===== config.mk =====
export PLATFORM = sky130hd
export DESIGN_NAME = pipe_stage_skid
export DESIGN_NICKNAME = d
export VERILOG_FILES = /design/src/rtl/pipe_pkg.sv /design/src/rtl/pipe_sat_counter.sv /design/src/rtl/pipe_stage_skid.sv
export SDC_FILE = /design/constraint.sdc
export NUM_CORES = 1
export LEC_CHECK = 0
export CAP_MARGIN = 25
export CORE_ASPECT_RATIO = 0.75
export CORE_UTILIZATION = 46
export DETAILED_ROUTE_END_ITERATION = 10
export GPL_ROUTABILITY_DRIVEN = 0
export PLACE_DENSITY_LB_ADDON = 0.1
export SYNTH_ARGS = -nofsm -noshare
export SYNTH_HDL_FRONTEND = slang
export SYNTH_HIERARCHICAL = 1
export SYNTH_SLANG_ARGS = --single-unit

===== constraint.sdc =====
create_clock -name CLOCK -period 1.5 [get_ports CLOCK]
set_clock_uncertainty 0.2 [all_clocks]
set_input_delay 0.3 -clock CLOCK [delete_from_list [all_inputs] [get_ports CLOCK]]
set_output_delay 0.3 -clock CLOCK [all_outputs]
set_load 0.01 [all_outputs]

===== src/rtl/pipe_pkg.sv =====
// Shared pipeline-stage definitions: occupancy states, per-stage payload widths and bubble encodings.
package pipe_pkg;

    typedef enum logic [1:0] {
        EMPTY = 2'd0,
        BUSY  = 2'd1,
        FULL  = 2'd2
    } pipeState_e;

    localparam int IFID_W  = 64;
    localparam int IDEX_W  = 160;
    localparam int EXMEM_W = 128;
    localparam int MEMWB_W = 104;

    // addi x0, x0, 0 -- the canonical NOP placed in the instruction field of a bubble
    localparam logic [31:0]       NOP_INSN    = 32'h0000_0013;
    localparam logic [IFID_W-1:0] IFID_BUBBLE = {32'h0000_0000, NOP_INSN};

    function automatic logic stageValid(input pipeState_e s);
        return s != EMPTY;
    endfunction

    function automatic logic stageReady(input pipeState_e s);
        return s != FULL;
    endfunction

endpackage


===== src/rtl/pipe_sat_counter.sv =====
// Saturating event counter: counts cycles with inc=1 and sticks at all-ones.
module pipe_sat_counter #(
    parameter int CNT_W = 16
) (
    input  logic             CLOCK,
    input  logic             RESET,
    input  logic             inc,
    output logic [CNT_W-1:0] count
);

    always_ff @(posedge CLOCK or negedge RESET) begin
        if (!RESET) begin
            count <= '0;
        end else if (inc && (count != '1)) begin
            count <= count + CNT_W'(1);
        end
    end

endmodule


===== src/rtl/pipe_stage_skid.sv =====
// Inter-stage register with valid/ready handshake and a 2-entry skid buffer; ready is registered.
// Define PIPE_STAGE_STATS_EN to add saturating STALL_CNT / FLUSH_CNT outputs.
module pipe_stage_skid
    import pipe_pkg::*;
#(
    parameter int                DATA_W     = IFID_W,
    parameter logic [DATA_W-1:0] BUBBLE_VAL = '0,
    parameter int                CNT_W      = 16
) (
    input  logic              CLOCK,
    input  logic              RESET,
    input  logic              IN_VALID,
    output logic              IN_READY,
    input  logic [DATA_W-1:0] IN_DATA,
    input  logic              FLUSH,
    output logic              OUT_VALID,
    input  logic              OUT_READY,
    output logic [DATA_W-1:0] OUT_DATA
`ifdef PIPE_STAGE_STATS_EN
    ,
    output logic [CNT_W-1:0]  STALL_CNT,
    output logic [CNT_W-1:0]  FLUSH_CNT
`endif
);

    pipeState_e        stateReg;
    logic [DATA_W-1:0] mainReg;
    logic [DATA_W-1:0] skidReg;
    logic              inFire;
    logic              outFire;

    // Both handshake outputs depend only on the state register, so no ready path is combinational.
    assign OUT_VALID = stageValid(stateReg);
    assign IN_READY  = stageReady(stateReg);
    assign OUT_DATA  = mainReg;

    assign inFire  = IN_VALID & IN_READY;
    assign outFire = OUT_VALID & OUT_READY;

    always_ff @(posedge CLOCK or negedge RESET) begin
        if (!RESET) begin
            stateReg <= EMPTY;
            mainReg  <= BUBBLE_VAL;
            skidReg  <= '0;
        end else if (FLUSH) begin
            // Any concurrent out_fire has already been honoured by downstream; incoming data is dropped.
            stateReg <= EMPTY;
            mainReg  <= BUBBLE_VAL;
            skidReg  <= '0;
        end else begin
            case (stateReg)
                EMPTY: begin
                    if (inFire) begin
                        mainReg  <= IN_DATA;
                        stateReg <= BUSY;
                    end
                end
                BUSY: begin
                    if (inFire && outFire) begin
                        mainReg <= IN_DATA;
                    end else if (inFire) begin
                        skidReg  <= IN_DATA;
                        stateReg <= FULL;
                    end else if (outFire) begin
                        mainReg  <= BUBBLE_VAL;
                        stateReg <= EMPTY;
                    end
                end
                FULL: begin
                    if (outFire) begin
                        mainReg  <= skidReg;
                        stateReg <= BUSY;
                    end
                end
                default: begin
                    stateReg <= EMPTY;
                    mainReg  <= BUBBLE_VAL;
                    skidReg  <= '0;
                end
            endcase
        end
    end

`ifdef PIPE_STAGE_STATS_EN
    pipe_sat_counter #(.CNT_W(CNT_W)) stallCounter (
        .CLOCK (CLOCK),
        .RESET (RESET),
        .inc   (OUT_VALID & ~OUT_READY),
        .count (STALL_CNT)
    );

    pipe_sat_counter #(.CNT_W(CNT_W)) flushCounter (
        .CLOCK (CLOCK),
        .RESET (RESET),
        .inc   (FLUSH),
        .count (FLUSH_CNT)
    );
`else
    // Keeps the counter width parameter referenced when the statistics are compiled out.
    if (CNT_W < 1) begin : gCntWidthGuard
    end
`endif

endmodule


# [Word-level counts from Yosys, hierarchy flattened]
# Index checks and enable logic that the tools add are counted.
[word_totals] reg_bits=130 output_inout_bits=66 elab_cells=40
[op_classes] n_eq_ne=11 muxes=17 n_bitwise=2 n_reduce_logical=7
[op_table] cell="2-to-1 mux 64 bit" n=8
[op_table] cell="one-hot mux 64 bit (3 select lines)" n=1
[op_table] cell="one-hot mux 64 bit (2 select lines)" n=1
[op_table] cell="2-to-1 mux 2 bit" n=6
[op_table] cell="!= test 3 bit (second input constant)" n=4
[op_table] cell="!= test 4 bit (second input constant)" n=3
[op_table] cell="AND reduction 4 bit" n=2
[op_table] cell="one-hot mux 2 bit (3 select lines)" n=1
[op_table] cell="AND reduction 3 bit" n=1
[op_table] cell="bitwise AND 1 bit" n=2
[op_table] cell="equality test 2 x 1 -> 1 bit (second input constant)" n=1
[op_table] cell="equality test 2 bit (second input constant)" n=1
[op_table] cell="logical NOT 2 bit" n=1
[op_table] cell="!= test 2 x 1 -> 1 bit (second input constant)" n=1
[op_table] cell="!= test 2 bit (second input constant)" n=1
[op_table] cell="nonzero test 2 bit" n=1
[op_table] cell="OR reduction 2 bit" n=1
[op_table] cell="logical AND 1 bit" n=1

# [Longest topological paths before layout]
# Gate-level depths: netlist (run 1).
[logic_depth] ltp_word=7 mapped_depth=7 depth_no_buf=4

# [Worst setup path before layout (run 1)]
# Ideal clock, no wire load.
[synth_timing] kind="flip-flop to flip-flop" startpoint="register stateReg[0]" endpoint="register mainReg[0] (netlist: OUT_DATA[0])" setup_ns=0.124 arrival_ns=1.258 t_required_ns=1.176 slack_ns=-0.082 stages_incl_launch_ff=8 n_path_buf=3 period_less_slack_ns=1.582 cell_sequence="dfrtp_1 buf_4 nor4b_2 a21oi_1 buf_6 buf_4 nor2_1 a21oi_2"
[synth_via] elab_chain_len=6
[synth_rtl] item="from (decl)" line="pipe_stage_skid.sv:26" text="pipeState_e stateReg;"
[synth_rtl] item="from (signal assigned)" line="pipe_stage_skid.sv:42" text="stateReg <= EMPTY;"
[synth_rtl] item="from (signal assigned)" line="pipe_stage_skid.sv:47" text="stateReg <= EMPTY;"
[synth_rtl] item="from (signal assigned)" line="pipe_stage_skid.sv:55" text="stateReg <= BUSY;"
[synth_rtl] item="!= test 2 bit / nonzero test 2 bit (equally long branches)" line="pipe_pkg.sv:24, pipe_pkg.sv:20"
[synth_rtl] item="bitwise AND 1 bit, on equally long branches" line="pipe_stage_skid.sv:37, pipe_stage_skid.sv:38"
[synth_rtl] item="logical AND 1 bit" line="pipe_stage_skid.sv:59" text="if (inFire && outFire) begin"
[synth_rtl] item="2-to-1 mux 64 bit" line="pipe_stage_skid.sv:59"
[synth_rtl] item="one-hot mux 64 bit (3 select lines)" line="pipe_stage_skid.sv:51" text="case (stateReg)"
[synth_rtl] item="2-to-1 mux 64 bit" line="pipe_stage_skid.sv:45" text="end else if (FLUSH) begin"
[synth_rtl] item="to (signal assigned)" line="pipe_stage_skid.sv:71" text="mainReg <= skidReg;"
[synth_rtl] item="to (decl)" line="pipe_stage_skid.sv:27" text="logic [DATA_W-1:0] mainReg;"
# Parallel ways exist; a longest one is shown, timed or not.
# A chain may end at the register's enable or synchronous reset.

# [Worst setup path after layout (run 1)]
[layout_timing] startpoint="register stateReg[0]" endpoint="register skidReg[43]"
[layout_via] elab_chain_len=5
[layout_rtl] item="!= test 2 bit / nonzero test 2 bit (equally long branches)" line="pipe_pkg.sv:24, pipe_pkg.sv:20"
[layout_rtl] item="bitwise AND 1 bit, on equally long branches" line="pipe_stage_skid.sv:37, pipe_stage_skid.sv:38"
[layout_rtl] item="logical AND 1 bit" line="pipe_stage_skid.sv:59"
[layout_rtl] item="!= test 3 bit (no line)"
[layout_rtl] item="AND reduction 3 bit (no line)"
[layout_rtl] item="to (signal assigned)" line="pipe_stage_skid.sv:44" text="skidReg <= '0;"
[layout_rtl] item="to (signal assigned)" line="pipe_stage_skid.sv:49" text="skidReg <= '0;"
[layout_rtl] item="to (signal assigned)" line="pipe_stage_skid.sv:62" text="skidReg <= IN_DATA;"
[layout_rtl] item="to (decl)" line="pipe_stage_skid.sv:28" text="logic [DATA_W-1:0] skidReg;"
# Parallel ways exist; a longest one is shown, timed or not.

==> results of run 1 <==
-- per-stage QoR --
step / util / std cells
after floorplan: - / 579
after global placement: 0.607 / 871
after detailed placement: 0.607 / 871
after CTS: 0.708 / 972
after global routing: 0.766 / 990
final: 0.766 / 990
-- how the worst max path moves through the flow --
stage | start | end | cells after the start
2_1_floorplan | stateReg[1]$_DFFE_PN0P_ | OUT_DATA[10]$_DFFE_PN0P_ | 6
3_3_place_gp | FLUSH | OUT_DATA[15]$_DFFE_PN0P_ | 7
3_5_place_dp | FLUSH | OUT_DATA[10]$_DFFE_PN0P_ | 7
4_1_cts | stateReg[0]$_DFFE_PN0P_ | skidReg[27]$_DFFE_PN0P_ | 8
5_1_grt | stateReg[0]$_DFFE_PN0P_ | skidReg[43]$_DFFE_PN0P_ | 8
6_report | stateReg[0]$_DFFE_PN0P_ | skidReg[43]$_DFFE_PN0P_ | 8
-- cells in the final DEF (no fill, tap or decap), types with 25 or more instances in the layout --
cell,n
a21oi_2,54
a22oi_2,64
buf_2,64
buf_4,54
clkbuf_16,27
clkdlybuf4s50_1,64
dfrtp_1,129
inv_1,64
mux2i_1,65
nand2_1,38
nor2_1,25
nor2_2,42
-- repair_timing --
action,4_1_cts,5_1_grt
gates resized for setup,322,104
hold endpoints to repair,130,0
buffers inserted,54,10
gates cloned,15,14
hold buffers,1,0
setup endpoints to repair,194,134
pin swaps,17,85
-- power by group --
part | internal [mW] | switching (mW) | leakage [nW]
Combinational | 1.28 | 1.20 | 2.51
Clock | 2.62 | 1.52 | 0.288
Sequential | 3.83 | 0.220 | 1.70
Total | 7.73 | 2.94 | 4.50
-- cell families after synthesis --
logic type / count (synthesis) / synth area share
buffers and inverters: 108 / 0.0940
multiplexers: 66 / 0.108
AO/OA/AOI/OAI: 133 / 0.168
flip-flops: 130 / 0.533
AND/OR/NAND/NOR: 142 / 0.0966
-- worst max-delay path, cell delays in order, from the launching register on --
cell     delay (ns)
dfrtp_2        0.37
buf_6          0.13
buf_6          0.11
nor3b_4        0.25
buf_6          0.17
buf_12         0.12
buf_16         0.13
nand2_4        0.05
mux2i_1        0.20
-- final cells by class --
type	instances	area [um2]	share of cell area
clock inverters	12	140	0.0141
well taps	171	214	0.0215
inverters	64	240	0.0242
repair buffers	253	2770	0.279
flip-flops and latches	130	3250	0.328
multi-input cells	341	2870	0.289
clock buffers	19	443	0.0446
-- state kept, by name, summed over array words and instances, names as in the netlist --
register / count
OUT_DATA: 64
skidReg: 64
stateReg: 2
-- metal layers --
metal / GRT usage / routed length, um
met1: 0.375 / 9100
met2: 0.412 / 9640
met3: 0.0636 / 1450
met4: 0.0830 / 323
met5: 0 / 0
==> metrics.txt, run 1 <==
post-synthesis register bit count=130; Final Cycle Share=1.23; Worst Path Arrival=1.95 ns; Core ar.=0.0130 mm2; outcome=finished, violations left; synth warn=6; vias in the first global route=between 5k and 6k; Rows=36; CP Class=flop to flop; Worst-path clk slew=approximately 0.050 ns; drt pass-1 iters=4; diodes inserted=0; sequential element share of the synthesized area=0.533; WL final=20500 um; fraction of layout cells with a size suffix above 1=0.508; clock tree buffer depth=2; Final WS setup=-0.339 ns; Setup crit end kind=flop; top-count cell post-synth=dfrtp_1; fin nets=876; Area Growth Syn to Fin=62.8%; fin. max-slew vios=0; Leakage=4.50 nW; Post-synth top cells=dfrtp_1, nor2_1, mux2i_1; CP required=1.61 ns; Register-to-Register Path Depth=8; Tot Pwr=10.7 mW; Port-buffer cells=approximately 130; total gr overflow=0; post-route antenna net violation count=0; Reg2Reg Launch Point=stateReg[0]$_DFFE_PN0P_; Starting Density=0.470; RSZ-0062 raised after global routing=true; post-DR vias/cell=5.45; post-place instance area=slightly below 0.008 mm2; top cell type's share of synthesized area=0.533; Max FO, Critical Path=6; Peak VDD IR=just under 800 uV; syn_nets=648; vias post-DR=between 5k and 6k; initial DRC count=320; Cell Pwr Density=1070 mW/mm2; fill count=a little over 800; top_reg_cell synth=dfrtp_1; fin area=0.00993 mm2; top post-synthesis cells by area=dfrtp_1, mux2i_1, a22oi_1; Mapped Area=0.00610 mm2; area leader, netlist=dfrtp_1; final number of hold-violating endpoints=0; hold_sp=IN_VALID; reg-to-reg slack, setup=-0.34 ns; synthesized area per cell=10.5 um2; WHS Path Cells=3; dpl hpwl=9220 um; total negative setup slack=-30.06 ns; number of synthesized flops with an enable pin=0; Max-Cap Viols=0; Mapped Cells=roughly 580; drt drc=0; pre-CTS WS=-0.634 ns; die area=~0.014 mm2; share of flip-flops with an asynchronous set or reset=1.00; DR WL/cell=20.7 um; CTS Buf Count=17; CTS tree=yes; post-layout minimum cycle time=approximately 1.8 ns; number of distinct library cells after synthesis=24; largest net degree at the start of global routing=69; failing checks=setup timing; H-tree Lvls=4; # IOs=135; worst hold path type=input pin to flop; Hold EP=stateReg[1]$_DFFE_PN0P_; Tightest Pin Transition=around 0.38 ns; clk root buf=clkbuf_16; Sink Count=130; Die H=102 um; Total Routing Usage GR=0.267; reg2reg end=skidReg[43]$_DFFE_PN0P_; worst-skew pair later-pin latency=0.41 ns; crit start category=flop; # setup viols final=132; Max Fclk=0.544 GHz; Rel. slew slack=0.744; antenna violations before repair=0; Die X-Extent=between 100 and 150 um; hold slack=0.0900 ns; global-route wire length before repair=roughly 28000 um
Note: power is estimated with default switching activity, not from simulation.
==> run 2: changes to the inputs <==
--- a/config.mk
+++ b/config.mk
@@ -8,6 +8,7 @@
 export CAP_MARGIN = 25
 export CORE_ASPECT_RATIO = 0.75
 export CORE_UTILIZATION = 46
+export CTS_CLUSTER_DIAMETER = 30
 export DETAILED_ROUTE_END_ITERATION = 10
 export GPL_ROUTABILITY_DRIVEN = 0
 export PLACE_DENSITY_LB_ADDON = 0.1
==> results of run 2 <==
The final DEF is identical to that of run 1; final timing and power are the same.
